===== config.mk =====
export PLATFORM = sky130hd
export DESIGN_NAME = ram_share_arb
export DESIGN_NICKNAME = d
export VERILOG_FILES = /design/src/rtl/ram_share_arb.sv
export SDC_FILE = /design/constraint.sdc
export NUM_CORES = 1
export LEC_CHECK = 0
export ABC_AREA = 0
export CAP_MARGIN = 20
export CORE_MARGIN = 8
export CORE_UTILIZATION = 27
export CTS_CLUSTER_SIZE = 10
export DETAILED_ROUTE_END_ITERATION = 7
export GPL_TIMING_DRIVEN = 0
export PLACE_DENSITY_LB_ADDON = 0.08
export SYNTH_ARGS = -nofsm -noshare
export SYNTH_HDL_FRONTEND = slang
export SYNTH_SLANG_ARGS = --single-unit

===== constraint.sdc =====
create_clock -name bus_clk -period 2.8 [get_ports bus_clk]
set_input_delay 0.84 -clock bus_clk [delete_from_list [all_inputs] [get_ports bus_clk]]
set_output_delay 0.84 -clock bus_clk [all_outputs]
set_load 0.02 [all_outputs]

===== src/rtl/ram_share_arb.sv =====
// ram_share_arb: two-requester arbiter in front of one single-port,
// byte-enable, 32-bit RAM with a 1-cycle registered read. Port B
// (streaming engine) wins contention. Port A (CPU bus) is guaranteed a
// grant once it has lost MAX_WAIT consecutive contended cycles. A
// saturating counter of contended cycles is exported for software.
module ram_share_arb #(
  parameter int LOGSIZE  = 16,
  parameter int MAX_WAIT = 7,
  localparam int AW      = LOGSIZE - 2
) (
  input  logic          bus_clk,
  input  logic          bus_reset_l,
  // port A (CPU bus slave path)
  input  logic          a_req,
  input  logic [3:0]    a_we,
  input  logic [AW-1:0] a_addr,
  input  logic [31:0]   a_wr_data,
  output logic          a_ack,
  output logic          a_rd_valid,
  output logic [31:0]   a_rd_data,
  // port B (real-time streaming engine)
  input  logic          b_req,
  input  logic [3:0]    b_we,
  input  logic [AW-1:0] b_addr,
  input  logic [31:0]   b_wr_data,
  output logic          b_ack,
  output logic          b_rd_valid,
  output logic [31:0]   b_rd_data,
  // RAM side
  output logic [3:0]    ram_we,
  output logic [AW-1:0] ram_addr,
  output logic [31:0]   ram_wr_data,
  input  logic [31:0]   ram_rd_data,
  // contention statistics
  input  logic          conflict_clr,
  output logic [15:0]   conflict_cnt
);

  localparam logic [7:0] MAX_WAIT_V = 8'(MAX_WAIT);

  logic       grant_a;
  logic       grant_b;
  logic       contend;
  logic [7:0] wait_cnt;
  logic       a_rd_own;
  logic       b_rd_own;

  assign contend = a_req & b_req;

  // Arbitration: B wins contention until A has waited long enough;
  // nothing is granted while reset is held.
  always_comb begin
    grant_a = 1'b0;
    grant_b = 1'b0;
    if (bus_reset_l) begin
      if (a_req && (!b_req || (wait_cnt >= MAX_WAIT_V))) begin
        grant_a = 1'b1;
      end else if (b_req) begin
        grant_b = 1'b1;
      end
    end
  end

  // RAM request mux: granted port drives the RAM; idle defaults to A fields with no write.
  always_comb begin
    ram_we      = 4'h0;
    ram_addr    = a_addr;
    ram_wr_data = a_wr_data;
    if (grant_a) begin
      ram_we = a_we;
    end else if (grant_b) begin
      ram_we      = b_we;
      ram_addr    = b_addr;
      ram_wr_data = b_wr_data;
    end
  end

  assign a_ack = grant_a;
  assign b_ack = grant_b;

  // Read-owner flags: remember which port issued the read whose data returns next cycle.
  always_ff @(posedge bus_clk or negedge bus_reset_l) begin
    if (!bus_reset_l) begin
      a_rd_own <= 1'b0;
      b_rd_own <= 1'b0;
    end else begin
      a_rd_own <= grant_a && (a_we == 4'h0);
      b_rd_own <= grant_b && (b_we == 4'h0);
    end
  end

  // Read return: data is gated to zero when not owned so both ports can be OR-combined.
  always_comb begin
    a_rd_valid = a_rd_own;
    b_rd_valid = b_rd_own;
    a_rd_data  = a_rd_own ? ram_rd_data : 32'h0;
    b_rd_data  = b_rd_own ? ram_rd_data : 32'h0;
  end

  // Starvation counter: counts cycles A is pending while B holds the RAM.
  always_ff @(posedge bus_clk or negedge bus_reset_l) begin
    if (!bus_reset_l) begin
      wait_cnt <= 8'h0;
    end else if (grant_a) begin
      wait_cnt <= 8'h0;
    end else if (a_req && grant_b && (wait_cnt != 8'hFF)) begin
      wait_cnt <= wait_cnt + 8'h1;
    end
  end

  // Contention statistics: saturating count, clear has priority over increment.
  always_ff @(posedge bus_clk or negedge bus_reset_l) begin
    if (!bus_reset_l) begin
      conflict_cnt <= 16'h0;
    end else if (conflict_clr) begin
      conflict_cnt <= 16'h0;
    end else if (contend && (conflict_cnt != 16'hFFFF)) begin
      conflict_cnt <= conflict_cnt + 16'h1;
    end
  end

endmodule


==> results of run 1 <==
[power by group]
group / internal (W) / total (W) / switching (W)
clock: 0.000126 / 0.000246 / 0.000120
combinational: 0.000412 / 0.000657 / 0.000245
sequential: 0.000382 / 0.000390 / 0.00000785
[layer usage]
| layer | wire length (um) | vias to the layer above | track usage, % |
|---|---|---|---|
| li1 | - | 1517 | - |
| met1 | 4530 | 1461 | 19.8 |
| met2 | 7080 | 176 | 39.8 |
| met3 | 1360 | 17 | 7.08 |
| met4 | 194 | 2 | 3.91 |
| met5 | 8 | - | 0 |
[registers in the layout, indices dropped and copies added, names as in the netlist]
name / flops
a_rd_valid: 1
b_rd_valid: 1
conflict_cnt: 16
wait_cnt: 8
[kinds of logic (layout without fill, tap and decap cells)]
logic type | count (synthesis) | after routing | share of synthesized area, %
multiplexers | 47 | 47 | 22.9
flip-flops | 26 | 26 | 28.2
buffers and inverters | 16 | 313 | 4.12
AO/OA/AOI/OAI | 40 | 40 | 10.7
adder cells (fa/ha/maj) | 2 | 2 | 1.08
AND/OR/NAND/NOR | 123 | 123 | 32.7
XOR/XNOR | 1 | 1 | 0.379
[area by class of cell]
class	instances	area (um2)
fillers	662	2560
inverters	1	3.75
plain buffers	15	134
repair buffers	293	2950
flip-flops and latches	26	651
well taps	105	131
clock buffers	4	55.1
multi-input cells	213	1780
[layout by cell type, fill, tap and decap left out, types with 2 or more instances in the layout]
cell type	netlist	final
clkdlybuf4s50_1	0	150
and2_1	70	70
dlygate4sd2_1	0	64
buf_6	1	54
mux2_4	0	45
dfrtp_1	26	26
buf_4	1	18
a21oi_1	16	15
o21ai_0	12	12
nand2_1	13	10
or3_1	9	9
nand4_1	8	8
clkbuf_1	6	6
buf_8	0	5
clkbuf_8	1	5
a22o_1	4	4
nand3_1	4	4
nor2_1	4	4
nand2_2	0	3
o31ai_1	3	3
or4_1	3	3
and3_1	3	3
buf_2	5	3
a21oi_4	0	2
nor4_1	2	2
and4_2	2	2
buf_16	0	2
buf_12	0	2
[through the flow]
stage / utilization, % / hold WS [ns] / TNS, ns / worst slack, ns
after CTS: 68.3 / 0.340 / -4.34 / -0.156
after global placement: 62.2 / 0.476 / -110.59 / -2.14
after floorplan: - / 0.454 / 0 / 0.00724
final: 69.0 / 0.341 / -6.67 / -0.198
after detailed placement: 62.3 / 0.494 / -82.97 / -1.57
after global routing: 69.0 / 0.331 / -11.36 / -0.289
[repair_timing]
item | 4_1_cts | 5_1_grt
cloned | 6 | 0
pin swaps | 4 | 3
setup endpoints to repair | 116 | 52
buffers inserted | 15 | 3
resized for setup | 457 | 16
hold endpoints to repair | 0 | 0
[worst paths after layout]
path | startpoint | endpoint | slack [ns] | depth (start not counted)
min in group bus_clk | wait_cnt[4]$_DFFE_PN0P_ | wait_cnt[4]$_DFFE_PN0P_ | 0.55 | 1
max in group asynchronous | bus_reset_l | a_rd_valid$_DFF_PN0_ | 1.97 | 4
setup reg to reg | conflict_cnt[0]$_DFFE_PN0P_ | conflict_cnt[1]$_DFFE_PN0P_ | 0.77 | 7
hold / removal | bus_reset_l | conflict_cnt[7]$_DFFE_PN0P_ | 0.34 | 1
hold reg to reg | wait_cnt[4]$_DFFE_PN0P_ | wait_cnt[4]$_DFFE_PN0P_ | 0.55 | 1
setup / recovery | wait_cnt[0]$_DFFE_PN0P_ | ram_addr[13] | -0.20 | 9
==> impl_metrics.py, run 1 <==
metrics = {
    "clock_tree": {
        "path_clk_slew_ns": 0.09,
        "worstSkewPairLatency_ns": 0.27,
        "cts_buffer_depth": 2,
        "cts_tree": "yes",
        "root_buffer": "clkbuf_8",
        "cts_num_sinks": 26,
        "holdBufCountCts": 0,
        "cts_buffers": 3,
        "htreeDepth": 1,
    },
    "synthesis": {
        "synth_flop_cell": "dfrtp_1",
        "synth_cell_types": 36,
        "synth_area_um2": 2310,
        "synth.avg_cell_area_um2": 9.06,
        "synth_area_leader_cell": "dfrtp_1",
        "synthArstFlopShare_pct": 100,
        "syn_inst": 255,
        "synth_edf_count": 0,
        "yosys.area.top_type_share_pct": 28.2,
        "ys_seq_elements": 26,
        "syn_nets": 394,
        "ys_seq_area_share_pct": 28.2,
        "yosysMostFrequentCell": "and2_1",
        "yosys_warnings": 0,
        "yosys-top-cells-count": "and2_1, mux2_2, dfrtp_1",
        "synthTopCellsByArea": "dfrtp_1, mux2_2, and2_1, a21oi_1, o21ai_0",
    },
    "status": {
        "violations": "negative setup slack",
        "status": "finished with violations",
    },
    "worst_setup_path": {
        "slowest_delay_ns": 0.41,
        "path_max_fanout": 3,
        "worstPathCellList": "ha_2 -> a21oi_4 -> nand2_2 -> a21oi_4 -> buf_6 -> buf_4 -> buf_4 -> mux2_2 -> buf_6",
        "crit_required_ns": 1.96,
        "critical_path_class": "reg -> out",
        "crit_buf_inv": 4,
        "cp-start-kind": "register",
        "slowest_stage": "dfrtp_1",
        "path_delay_family": "buffers and inverters",
        "arrival_ns": 2.16,
        "cp-end-kind": "output port",
    },
    "grt": {
        "antenna_found_initial": 1,
        "grt_pass1_vias": 3356,
        "globalRouteTotalUtil_pct": 20.2,
        "overflow": 0,
        "grt_max_degree": 15,
        "grt_pass1_wl_mm": 18.8,
    },
    "finish": {
        "area.growth.synth_to_final_pct": 147,
        "design_area_um2": 5700,
        "n_antenna_cell": 0,
        "nNetsFinal": 692,
        "instances_no_fill": 657,
        "drive_gt1_share_pct": 27.7,
    },
    "sta": {
        "rsz0062_at_grt": "true",
        "setup_violations": 50,
        "fmax_mhz": 334,
        "hold_viol": 0,
        "setup_slack_ns": -0.198,
        "slew_violations": 0,
        "relSlewSlack_pct": 59.3,
        "worst_slew_pin_slew_ns": 0.609,
        "skew_ns": 0.00134,
        "fin_crit_sh_pct": 107,
        "fin_crit_ns": 3.00,
    },
    "drt": {
        "vias_per_cell": 4.83,
        "wl_per_cell_um": 20.0,
        "antenna_left": 0,
        "dr.pass1.iters": 4,
        "vias": 3173,
        "drcViolationCount": 0,
        "drt_iter0_drc": 129,
        "routed_wirelength_mm": 13.2,
    },
    "power_and_ir_drop": {
        "power_density_nw_per_um2": 227,
        "irDropWorstVdd_mv": 0.154,
        "power_w": 0.00129,
        "p_leak_nw": 2.76,
    },
    "job": {
        "maxCapViolCount": 0,
    },
    "die": {
        "dieArea_um2": 11800,
        "rows": 33,
        "ios": 271,
        "start_util_pct": 28.0,
        "coreArea_um2": 8260,
        "die_w_um": 108,
        "die_h_um": 108,
    },
    "min_path": {
        "min_path_type": "in -> async",
    },
    "placement": {
        "port_buffers": 269,
        "dp_cells": 630,
        "dpl_cell_area_um2": 5150,
        "dpl.hpwl_mm": 10.7,
        "gp_congestion": 0.825,
    },
}
Power figures use the tool's default switching activity.
==> run 2, diff against run 1 <==
--- a/config.mk
+++ b/config.mk
@@ -6,7 +6,7 @@
 export NUM_CORES = 1
 export LEC_CHECK = 0
 export ABC_AREA = 0
-export CAP_MARGIN = 20
+export CAP_MARGIN = 15
 export CORE_MARGIN = 8
 export CORE_UTILIZATION = 27
 export CTS_CLUSTER_SIZE = 10
==> results of run 2 <==
Final layout, timing and power as in run 1 (identical DEF).
